`src/rtl/stein_gcd_pkg.sv`:
```
// Shared definitions for the stein_gcd core and its host sequencer.
// Operands are sign-magnitude: bit SIGN_BIT is the sign, MAG_MASK selects the magnitude.
package stein_gcd_pkg;

    localparam int GCD_WIDTH   = 8;
    localparam int GCD_LATENCY = 10;

    localparam int                    SIGN_BIT = GCD_WIDTH - 1;
    localparam logic [GCD_WIDTH-1:0]  MAG_MASK = {1'b0, {(GCD_WIDTH-1){1'b1}}};

    typedef enum logic [1:0] {
        IDLE  = 2'd0,
        START = 2'd1,
        WAIT  = 2'd2,
        RESP  = 2'd3
    } host_state_t;

    function automatic int max_int(input int a, input int b);
        return (a > b) ? a : b;
    endfunction

endpackage

```
`src/rtl/stein_gcd_host.sv`:
```
// Request/response sequencer for the stein_gcd core: latches operands, pulses
// core_start, waits a fixed latency, then returns the sampled result.
module stein_gcd_host
    import stein_gcd_pkg::*;
#(
    parameter int WIDTH        = GCD_WIDTH,
    parameter int START_CYCLES = 1,
    parameter int LATENCY      = GCD_LATENCY
) (
    input  logic             clk,
    input  logic             reset,
    input  logic             req_valid,
    output logic             req_ready,
    input  logic [WIDTH-1:0] req_a,
    input  logic [WIDTH-1:0] req_b,
    output logic [WIDTH-1:0] core_a,
    output logic [WIDTH-1:0] core_b,
    output logic             core_start,
    input  logic [WIDTH-1:0] core_res,
    output logic             rsp_valid,
    input  logic             rsp_ready,
    output logic [WIDTH-1:0] rsp_a,
    output logic [WIDTH-1:0] rsp_b,
    output logic [WIDTH-1:0] rsp_gcd,
    output logic             rsp_zero,
    output logic             busy
);

    localparam int CNT_W = $clog2(max_int(START_CYCLES, LATENCY)) + 1;
    localparam logic [CNT_W-1:0] START_LOAD = CNT_W'(START_CYCLES - 1);
    // The core registers its first step on the edge after core_start drops, so
    // WAIT spans LATENCY+1 cycles and the result is sampled once LATENCY steps are done.
    localparam logic [CNT_W-1:0] WAIT_LOAD  = CNT_W'(LATENCY);
    localparam logic [CNT_W-1:0] CNT_ONE    = CNT_W'(1);

    host_state_t      r_state;
    logic [CNT_W-1:0] r_cnt;
    logic [WIDTH-1:0] r_core_a;
    logic [WIDTH-1:0] r_core_b;
    logic             r_core_start;
    logic [WIDTH-1:0] r_rsp_a;
    logic [WIDTH-1:0] r_rsp_b;
    logic [WIDTH-1:0] r_rsp_gcd;
    logic             r_rsp_zero;
    logic             r_rsp_valid;

    logic w_accept;
    logic w_rsp_fire;

    assign req_ready  = (r_state == IDLE);
    assign busy       = (r_state != IDLE);
    assign w_accept   = req_valid & req_ready;
    assign w_rsp_fire = r_rsp_valid & rsp_ready;

    assign core_a     = r_core_a;
    assign core_b     = r_core_b;
    assign core_start = r_core_start;
    assign rsp_valid  = r_rsp_valid;
    assign rsp_a      = r_rsp_a;
    assign rsp_b      = r_rsp_b;
    assign rsp_gcd    = r_rsp_gcd;
    assign rsp_zero   = r_rsp_zero;

    always_ff @(posedge clk or negedge reset) begin
        if (!reset) begin
            r_state      <= IDLE;
            r_cnt        <= '0;
            r_core_a     <= '0;
            r_core_b     <= '0;
            r_core_start <= 1'b0;
            r_rsp_a      <= '0;
            r_rsp_b      <= '0;
            r_rsp_gcd    <= '0;
            r_rsp_zero   <= 1'b0;
            r_rsp_valid  <= 1'b0;
        end else begin
            case (r_state)
                IDLE: begin
                    if (w_accept) begin
                        r_core_a     <= req_a;
                        r_core_b     <= req_b;
                        r_rsp_a      <= req_a;
                        r_rsp_b      <= req_b;
                        r_cnt        <= START_LOAD;
                        r_core_start <= 1'b1;
                        r_state      <= START;
                    end
                end
                START: begin
                    if (r_cnt == '0) begin
                        r_core_start <= 1'b0;
                        r_cnt        <= WAIT_LOAD;
                        r_state      <= WAIT;
                    end else begin
                        r_cnt <= r_cnt - CNT_ONE;
                    end
                end
                WAIT: begin
                    if (r_cnt == '0) begin
                        r_rsp_gcd   <= core_res;
                        r_rsp_zero  <= (core_res == '0);
                        r_rsp_valid <= 1'b1;
                        r_state     <= RESP;
                    end else begin
                        r_cnt <= r_cnt - CNT_ONE;
                    end
                end
                RESP: begin
                    if (w_rsp_fire) begin
                        r_rsp_valid <= 1'b0;
                        r_state     <= IDLE;
                    end
                end
                default: begin
                    r_core_start <= 1'b0;
                    r_rsp_valid  <= 1'b0;
                    r_state      <= IDLE;
                end
            endcase
        end
    end

endmodule

```
`config.mk`:
```
export PLATFORM = sky130hd
export DESIGN_NAME = stein_gcd_host
export DESIGN_NICKNAME = d
export VERILOG_FILES = /design/src/rtl/stein_gcd_pkg.sv /design/src/rtl/stein_gcd_host.sv
export SDC_FILE = /design/constraint.sdc
export NUM_CORES = 1
export LEC_CHECK = 0
export BUFFER_PORTS_ARGS = -buffer_cell sky130_fd_sc_hd__buf_2
export CAP_MARGIN = 20
export CORE_MARGIN = 2
export CORE_UTILIZATION = 50
export DETAILED_ROUTE_END_ITERATION = 8
export GPL_ROUTABILITY_DRIVEN = 0
export PLACE_DENSITY = 0.85
export SYNTH_ARGS = -nofsm -noshare
export SYNTH_HDL_FRONTEND = slang
export SYNTH_SLANG_ARGS = --single-unit
```
`constraint.sdc`:
```
create_clock -name clk -period 2.76 [get_ports clk]
set_input_delay 0.138 -clock clk [delete_from_list [all_inputs] [get_ports clk]]
set_output_delay 0.138 -clock clk [all_outputs]
set_load 0.02 [all_outputs]
```
==> key figures, run 1 <==
Worst hold path
  • Hold WC Path Type: in -> reg

Floorplan
  • Die Y: 61.8 um
  • # IOs: 73
  • # rows: 20
  • Starting density of the core: 53.8%
  • Die X: 61.8 um
  • DIE AREA: 3810 um2
  • CORE AREA: 3100 um2

Setup path
  • Worst Path Arrival: 2.06 ns
  • Crit path capture type: flip-flop
  • Critical path class: reg -> reg
  • Startpoint Class: flip-flop
  • Worst r2r path cells: 5
  • Slowest CP cell: or4b_4
  • Reg2Reg Capture Point: r_state[0]
  • CP Cell Sequence: inv_1, ha_1, or4b_4, a21o_1, o32a_1
  • CP max FO: 4
  • Worst EP required: 2.98 ns
  • R2r setup slk: 0.92 ns
  • R2r startpoint: r_cnt[0]
  • Largest stage delay on the critical path: 0.49 ns
  • Worst setup path startpoint: r_cnt[0]
  • Crit path capture: r_state[0]

Finish
  • Area Overhead vs Synth: 22.7%
  • Share of layout cells above drive strength 1: 55.1%
  • # diodes: 0
  • Most frequent cells in the layout: buf_2, dfrtp_1, mux2_2, nand2_1, ha_1
  • Final core utilization: 66.0%
  • Final #Nets: 234
  • Commonest non-fill, non-tap cell in the layout: buf_2

Power
  • Power Density: 1380 nW/um2
  • NetSw: 1.22 mW
  • Clock Power Share: 13.0%
  • VDD IR max: 607 uV
  • Switching Share: 43.4%
  • LEAKAGE: 1.05 nW
  • Int Power: 1.60 mW
  • Combinational power share: 55.5%
  • Sequential share of power: 31.5%

GRT
  • GRT Util Overall: 16.2%
  • Initial antenna violation count: 0
  • Largest net degree at the start of global routing: 35
  • Gr ovfl total: 0
  • First-pass GRT wire length: 4.40 mm
  • Vias in the first global route: 1060

Detailed routing
  • Via/cell ratio: 4.96
  • Via count: 1200
  • Wirelength per Cell: 12.4 um
  • Total routed wirelength: 3.00 mm
  • DR iter-0 viols: 24
  • DRC Markers: 0
  • Detail Route Antenna Nets: 0
  • Drt pass-1 iters: 4

Clocking
  • CTS tree: yes
  • Clk slew on worst S/H paths: 0.11 ns
  • Clk sinks: 34
  • Latest clock arrival within the worst-skew pair: 0.33 ns
  • Clock Path Buffers: 2
  • Clock root cell: clkbuf_4
  • CTS buffer count: 5
  • Post-CTS sizing: 0
  • H-tree depth: 2

STA
  • Least-Margin Pin Slew: 0.715 ns
  • Final Setup Violations: 0
  • Clock skew: 0.0131 ns
  • Slack of the critical path: 0.919 ns
  • Final Hold Viols: 0
  • FMAX: 543 MHz
  • Max-slew headroom: 52.3%
  • Unrepaired setup endpoints after global routing: false
  • Final Cycle Share: 66.7%
  • Setup_tns: 0 ns
  • Crit path time final: 1.84 ns
  • Max-slew violation count: 0
  • Minimum hold slack: 0.0301 ns

Synthesis
  • Post-synthesis register bit count: 34
  • Mapped Cells: 136
  • Post-synth top area cell: dfrtp_1
  • Xor/xnor share of the synthesized area: 0.525%
  • Warnings from Yosys: 0
  • Synth cell types: 25
  • Avg Cell Area, Syn: 12.3 um2
  • Area share of fa/ha/maj cells after synthesis: 6.00%
  • Top-area cell type share of the netlist area: 51.0%
  • Compound-Gate Fraction of Synth Area: 6.45%
  • Seq/Total Area, Yosys: 51.0%
  • Largest family of logic cells by synthesized area: multiplexers
  • Syn Nets: 172
  • Fraction of the mapped netlist area in simple logic gates: 8.25%
  • Synthesized area: 1670 um2
  • Mux cell area share after synthesis: 18.8%
  • Synth area leaders: dfrtp_1, mux2_2, buf_4

Job
  • Max cap viols: 0

Status
  • Outcome: complete, no violations

Placement
  • DP Worst Slack: 0.921 ns
  • Buffers on Ports: 72
  • Detailed Place HPWL: 2.34 mm
-- how the worst min path moves through the flow --
stage             start          to  cells past startpoint
2_1_floorplan     reset  core_start                      0
3_3_place_gp      reset    rsp_b[3]                      1
3_5_place_dp      reset    rsp_b[3]                      1
4_1_cts        req_a[6]    rsp_a[6]                      2
5_1_grt        req_a[6]    rsp_a[6]                      2
6_report       req_a[6]    rsp_a[6]                      2
-- final cells by class --
| cell class | count | area, um2 |
|---|---|---|
| clock inverters | 1 | 30.0 |
| inverters | 6 | 22.5 |
| fillers | 246 | 1060 |
| well taps | 44 | 55.1 |
| flip-flops and latches | 34 | 851 |
| repair buffers | 73 | 370 |
| multi-input cells | 78 | 667 |
| clock buffers | 6 | 51.3 |
-- stage by stage --
step | std cells | total power, mW | instance area (um2)
floorplan | 136 | 2.15 | 1670
global placement | 234 | 2.44 | 1960
detailed placement | 234 | 2.48 | 1960
CTS | 242 | 2.85 | 2050
global route | 242 | 3.04 | 2050
finish | 242 | 2.82 | 2050
-- logic make-up (layout without fill, tap and decap cells) --
kind of cell | count (synthesis) | in the layout
flops | 34 | 34
mux | 28 | 28
simple gates | 24 | 24
buf+inv | 24 | 86
compound gates | 17 | 17
fa+ha+maj | 8 | 8
xor+xnor | 1 | 1
-- power by group through the flow --
| stage | Sequential, mW | Combinational, mW | Clock, mW |
|---|---|---|---|
| global route | 0.928 | 1.71 | 0.402 |
| finish | 0.889 | 1.57 | 0.368 |
| CTS | 0.892 | 1.58 | 0.377 |
| floorplan | 1.14 | 1.02 | 0 |
| detailed placement | 0.902 | 1.58 | 0 |
| global placement | 0.888 | 1.55 | 0 |
-- repair_timing --
| action | in CTS | in global routing |
|---|---|---|
| hold buffers | 1 | 0 |
| endpoints found under the setup margin | 0 | 0 |
| hold endpoints to repair | 34 | 0 |
| buffers inserted | 0 | 0 |
-- metal layers --
metal / track usage (%) / wire length [um]
met1: 18.5 / 1220
met2: 27.5 / 1480
met3: 7.25 / 262
met4: 4.56 / 32
met5: 0 / 0
-- state kept, by name, summed over array words and instances (netlist names) --
register and cells:
rsp_zero 1, rsp_gcd 8, core_start 1, r_cnt 5
rsp_a 8, r_state 2, rsp_valid 1, rsp_b 8
-- critical path, delay by kind of cell, from the launching register on --
kind	cells	cell delay, ns
flip-flops	1	0.39
AND/OR/NAND/NOR	1	0.49
buffers and inverters	1	0.11
AO/OA/AOI/OAI	2	0.56
adder cells (fa/ha/maj)	1	0.19
-- synth_stat cells (all sizes together) --
library cell,instances
dfrtp,34
mux2,26
buf,16
nand2,11
ha,8
inv,6
o21ai,6
nor2,4
a21oi,3
nor4,3
a21o,2
a31oi,2
clkbuf,2
mux2i,2
o2bb2ai,2
a211oi,1
nand3,1
nor2b,1
nor3,1
nor4b,1
o32a,1
or2,1
or4b,1
xor2,1
Note: power is estimated with default switching activity, not from simulation.
==> inputs of run 2 (changes only) <==
Settings changed: CORE_UTILIZATION 50 to 42, PLACE_DENSITY 0.85 to 0.76.
Clock period 2.76 ns to 1.48 ns, I/O delays scaled along.
==> run 2 against run 1 <==
Against the previous run:
- the run now ends with negative setup slack left
- hold slack worse by 0.012 ns
- highest routed layer unchanged
- first-iteration DRC count is 96% higher
- largest power group unchanged
- register-to-register slack worse by 1.1 ns
- final area is 20% higher
==> key figures, run 2 (same netlist as run 1, synthesis figures left out) <==
Placement
  • Post-Place Cells: 261 (+12%)
  • DP Area: 2180 um2 (+11%)
  • Buffers on Ports: 72 (unchanged)
  • Detailed Place HPWL: 2.55 mm (+9.2%)
  • DP Worst Slack: -0.208 ns (-1.13 ns)

Setup path
  • Worst Path Arrival: 1.84 ns (-0.22 ns)
  • CP Cell Sequence: inv_2, ha_4, or4b_4, buf_4, buf_6, nand2_1, nand2_1, o2bb2ai_2
  • Worst EP required: 1.66 ns (-1.32 ns)
  • Largest stage delay on the critical path: 0.45 ns (-0.04 ns)
  • CP Buf/Inv Count: 3 (+2)
  • Critical path class: reg -> reg
  • Worst path most repeated cell: nand2_1
  • CP max FO: 2 (-2)
  • Slowest CP cell: or4b_4
  • Startpoint Class: flip-flop
  • Cell family with most CP delay: simple AND/OR/NAND/NOR gates
  • Crit path capture type: flip-flop

GRT
  • Gr ovfl total: 0 (unchanged)
  • GRT Util Overall: 15.7% (-0.46 points)
  • Initial antenna violation count: 0 (unchanged)
  • First-pass GRT wire length: 5.22 mm (+19%)
  • Vias in the first global route: 1172 (+11%)
  • Largest net degree at the start of global routing: 35 (unchanged)

Power
  • Power Density: 2610 nW/um2 (+89%)
  • VDD IR max: 1160 uV (+91%)
  • LEAKAGE: 1.26 nW (+20%)

STA
  • Final Cycle Share: 113% (+46 points)
  • Slack of the critical path: -0.188 ns (-1.11 ns)
  • Max-slew violation count: 0 (unchanged)
  • Setup_tns: -1.21 ns (-1.21 ns)
  • Final Setup Violations: 15 (+15)
  • Clock skew: 0.00677 ns (-0.00629 ns)
  • Least-Margin Pin Slew: 0.418 ns (-0.298 ns)
  • Max-slew headroom: 72.2% (+20 points)
  • Final Hold Viols: 0 (unchanged)
  • FMAX: 600 MHz (+10%)
  • Unrepaired setup endpoints after global routing: true
  • Crit path time final: 1.67 ns (-0.173 ns)

Clocking
  • Clk sinks: 34 (unchanged)
  • Clk slew on worst S/H paths: 0.07 ns (-0.04 ns)
  • Clock root cell: clkbuf_8
  • H-tree depth: 2 (unchanged)
  • CTS buffer count: 5 (unchanged)
  • Latest clock arrival within the worst-skew pair: 0.28 ns (-0.05 ns)
  • CTS tree: yes
  • Clock Path Buffers: 2 (unchanged)

Finish
  • # diodes: 0 (unchanged)
  • Most frequent cells in the layout: buf_2, dfrtp_1, buf_4, mux2_2, mux2_4
  • Commonest non-fill, non-tap cell in the layout: buf_2
  • Finished Cell Area: 2450 um2 (+20%)
  • Final #Nets: 261 (+12%)
  • Area Overhead vs Synth: 47.0%
  • Non-Filler Instances: 274 (+13%)
  • Final core utilization: 65.5% (-0.49 points)
  • Fill cells: 278 (+13%)
  • Share of layout cells above drive strength 1: 66.8% (+12 points)

Floorplan
  • CORE AREA: 3740 um2 (+21%)
  • # rows: 22 (+10%)
  • DIE AREA: 4490 um2 (+18%)
  • Die X: 67.0 um (+8.5%)
  • Die Y: 67.0 um (+8.5%)
  • Starting density of the core: 44.6% (-9.2 points)
  • # IOs: 73 (unchanged)

Detailed routing
  • DR iter-0 viols: 47 (+96%)
  • DRC Markers: 0 (unchanged)
  • Wirelength per Cell: 13.2 um (+6.5%)
  • Via count: 1344 (+12%)
  • Via/cell ratio: 4.91 (-1.1%)
  • Total routed wirelength: 3.62 mm (+21%)
  • Drt pass-1 iters: 4 (unchanged)
  • Detail Route Antenna Nets: 0 (unchanged)

Worst hold path
  • Hold WC Path Type: in -> reg

Status
  • Outcome: finished, violations left
  • Failing checks: negative setup slack

Job
  • Max cap viols: 0 (unchanged)
[run 2: cell count changes in the layout (fill, tap and decap cells not counted), sizes merged]
cell / previous run / this run
buf: 72 / 98
bufinv: 1 / 0
clkbuf: 6 / 8
clkinv: 0 / 1
[run 2: layout make-up]
cell class                      count  area (um2)  area share (%)
Clock inverter                      1        5.00           0.204
Sequential cell                    34         851            34.7
Multi-Input combinational cell     78         812            33.1
Timing Repair Buffer              100         614            25.1
Inverter                            6        22.5           0.919
Clock buffer                        7        86.3            3.52
Tap cell                           48        60.1            2.45
[run 2: through the flow]
stage | power, mW | hold slack, ns
final | 6.39 | 0.0185
after global routing | 6.82 | 0.00699
after CTS | 6.21 | 0.0120
after detailed placement | 5.19 | 0.131
after global placement | 5.13 | 0.126
after floorplan | 4.16 | -0.222
[run 2: power by group]
part           leakage [nW]  internal (mW)  total, mW  switching (mW)
Sequential            0.408           1.37       1.66           0.292
Clock                0.0482          0.375      0.687           0.313
Combinational         0.802           1.97       4.04            2.08
Total                  1.26           3.71       6.39            2.68
[run 2: path summary, 6_finish.rpt]
check,start,endpoint,slack [ns],depth (start not counted)
worst max-delay path,r_cnt[1],rsp_valid,-0.19,8
worst min register to register,rsp_zero,rsp_zero,0.49,2
worst max register to register,r_cnt[1],rsp_valid,-0.19,8
worst min-delay path,req_a[7],rsp_a[7],0.02,2
min in group asynchronous,reset,rsp_a[7],0.34,3
max in group asynchronous,reset,r_cnt[0],0.83,3
[run 2: timing repair]
item / CTS / global route
setup buffers: 4 / 1
resized for setup: 18 / 13
pin swaps: 7 / 6
endpoints found under the hold margin: 34 / 0
gates cloned: 0 / 1
hold buffers: 1 / 0
setup endpoints to repair: 18 / 34
[run 2: metal layers]
layer  wire length, um  share of wire (%)  GRT usage (%)  vias up
li1                  -                  -              -      642
met1              1480                 41           18.6      636
met2              1800                 50           26.5       60
met3               296                8.2           5.24        6
met4                44                1.2           5.36        0
met5                 0                  0              0        -
[run 2: worst register-to-register path: stages, from the launching register on]
cell	delay (ns)
dfrtp_1	0.39
inv_2	0.08
ha_4	0.13
or4b_4	0.45
buf_4	0.15
buf_6	0.10
nand2_1	0.06
nand2_1	0.08
o2bb2ai_2	0.12
==> inputs of run 3 (changes only) <==
Settings changed: CELL_PAD_IN_SITES_DETAIL_PLACEMENT set to 1, CELL_PAD_IN_SITES_GLOBAL_PLACEMENT set to 2, CORE_UTILIZATION 42 to 26.
==> run 3 against run 2 <==
Against the previous run:
- global-route usage down 4.1 points
- hold slack improved by 0.0018 ns
- sequential cell count unchanged
- cell count up 14%
- register-to-register slack hardly changed
- the run still ends with negative setup slack left
- fmax increased by 0.20%
- largest cell class unchanged
- critical path type unchanged
- count of clock-buffer cells in the layout is the same
- core utilization fell by 25 points
==> key figures, run 3 (same netlist as run 1, synthesis figures left out) <==
Clocking
  • CTS buffer count: 5 (unchanged)
  • Clock Path Buffers: 2 (unchanged)
  • Clock root cell: clkbuf_8
  • Clk sinks: 34 (unchanged)
  • Clk slew on worst S/H paths: 0.07 ns (about the same)
  • CTS tree: yes
  • H-tree depth: 2 (unchanged)
  • Latest clock arrival within the worst-skew pair: 0.28 ns (about the same)

Finish
  • # diodes: 0 (unchanged)
  • Area Overhead vs Synth: 53.4%
  • Multi-input logic area: 823 um2 (+1.4%)
  • Non-Filler Instances: 312 (+14%)
  • Finished Cell Area: 2560 um2 (+4.4%)
  • Fill cells: 722 (+160%)
  • Commonest non-fill, non-tap cell in the layout: buf_2
  • Share of layout cells above drive strength 1: 68.5% (+1.7 points)
  • Most frequent cells in the layout: buf_2, dfrtp_1, buf_4, mux2_2, mux2_4
  • Final #Nets: 270 (+3.4%)
  • Sequential Area: 851 um2 (unchanged)

Power
  • Combinational power share: 64.7% (+1.5 points)
  • Design Power: 6.73 mW (+5.3%)
  • LEAKAGE: 1.31 nW (+3.9%)
  • Power Density: 2630 nW/um2 (+0.83%)
  • NetSw: 2.87 mW (+7.0%)
  • Sequential share of power: 24.7% (-1.3 points)
  • VDD IR max: 1020 uV (-12%)
  • Clock Power Share: 10.5% (-0.3 points)
  • Int Power: 3.86 mW (+4.0%)
  • Switching Share: 42.6% (+0.69 points)

Floorplan
  • DIE AREA: 7070 um2 (+57%)
  • # rows: 29 (+32%)
  • CORE AREA: 6280 um2 (+68%)
  • Starting density of the core: 26.6% (-18 points)
  • Die X: 84.1 um (+25%)
  • Die Y: 84.1 um (+25%)
  • # IOs: 73 (unchanged)

Detailed routing
  • Via count: 1367 (+1.7%)
  • Detail Route Antenna Nets: 0 (unchanged)
  • Drt pass-1 iters: 4 (unchanged)
  • DR iter-0 viols: 23 (-51%)
  • Via/cell ratio: 4.38 (-11%)
  • Wirelength per Cell: 14.4 um (+9.2%)
  • Total routed wirelength: 4.50 mm (+24%)
  • DRC Markers: 0 (unchanged)

Setup path
  • Critical path class: reg -> reg
  • Largest stage delay on the critical path: 0.45 ns (about the same)
  • CP Cell Sequence: inv_2, ha_4, or4b_4, buf_4, buf_6, o21ai_2, o21ai_1
  • Cell family with most CP delay: simple AND/OR/NAND/NOR gates
  • Worst EP required: 1.64 ns (-0.02 ns)
  • CP Buf/Inv Count: 3 (unchanged)
  • CP max FO: 2 (unchanged)
  • Slowest CP cell: or4b_4
  • Startpoint Class: flip-flop
  • Crit path capture type: flip-flop
  • Worst Path Arrival: 1.83 ns (about the same)

GRT
  • Gr ovfl total: 0 (unchanged)
  • GRT Util Overall: 11.6% (-4.1 points)
  • Vias in the first global route: 1415 (+21%)
  • First-pass GRT wire length: 6.60 mm (+27%)
  • Largest net degree at the start of global routing: 35 (unchanged)
  • Initial antenna violation count: 0 (unchanged)

Placement
  • Buffers on Ports: 72 (unchanged)
  • DP Area: 2230 um2 (+2.4%)
  • Post-Place Cells: 292 (+12%)
  • Detailed Place HPWL: 3.17 mm (+24%)

STA
  • Max-slew headroom: 70.3% (-1.8 points)
  • Final Setup Violations: 17 (+2)
  • Crit path time final: 1.66 ns (-0.00334 ns)
  • Final Cycle Share: 112% (-0.23 points)
  • Unrepaired setup endpoints after global routing: true
  • Least-Margin Pin Slew: 0.445 ns (+0.0273 ns)
  • Final Hold Viols: 0 (unchanged)
  • Slack of the critical path: -0.184 ns (+0.00334 ns)
  • Max-slew violation count: 0 (unchanged)
  • Clock skew: 0.00622 ns (-0.000546 ns)
  • FMAX: 601 MHz (+0.20%)

Status
  • Outcome: finished, violations left
  • Failing checks: negative setup slack

Worst hold path
  • Hold WC Path Type: in -> reg

Job
  • Max cap viols: 0 (unchanged)
-- run 3: power by group through the flow --
stage | clock, mW | sequential [mW] | combinational [mW]
6_report | 0.710 | 1.66 | 4.36
5_1_grt | 0.764 | 1.73 | 4.64
4_1_cts | 0.741 | 1.66 | 3.84
3_5_place_dp | 0 | 1.68 | 3.64
3_3_place_gp | 0 | 1.64 | 3.58
2_1_floorplan | 0 | 2.12 | 2.04
-- run 3: worst paths after layout --
path                            startpoint         end  slack (ns)  cells after the start
worst max-delay path              r_cnt[1]  core_start       -0.18                      7
worst min-delay path              req_b[1]    rsp_b[1]        0.02                      2
worst max register to register    r_cnt[1]  core_start       -0.18                      7
worst min register to register    rsp_zero    rsp_zero        0.49                      2
max in group asynchronous            reset    rsp_a[5]        0.81                      3
min in group asynchronous            reset  rsp_gcd[0]        0.36                      3
-- run 3: layout make-up --
type,count,share of cell area (%)
Tap cell,77,3.77
Clock inverter,1,0.196
Multi-Input combinational cell,79,32.2
Inverter,6,0.880
Timing Repair Buffer,108,26.4
Clock buffer,7,3.37
Sequential cell,34,33.3
-- run 3: timing repair --
action                                  4_1_cts  5_1_grt
resized for setup                            10       23
pin swaps                                     4        4
setup buffers                                 5        5
endpoints found under the setup margin       17       34
hold buffers                                  1        0
hold endpoints to repair                     34        0
gates cloned                                  0        2
-- run 3: through the flow --
step	setup TNS, ns	setup slack (ns)	hold WS [ns]	utilization, %
after CTS	-1.41	-0.191	0.00857	38.1
after global routing	-2.71	-0.217	0.0175	40.8
after global placement	-1.96	-0.180	0.135	35.5
after detailed placement	-2.32	-0.205	0.134	35.5
final	-1.58	-0.184	0.0203	40.8
after floorplan	-1.27	-0.155	-0.222	-
-- run 3: layer usage --
metal | routed length (um) | GRT usage [%] | share of wire, % | up-vias
li1 | - | - | - | 654
met5 | 0 | 0 | 0 | -
met1 | 1990 | 14.5 | 44 | 662
met2 | 2280 | 19.4 | 51 | 46
met4 | 52 | 3.96 | 1.2 | 0
met3 | 185 | 2.97 | 4.1 | 5
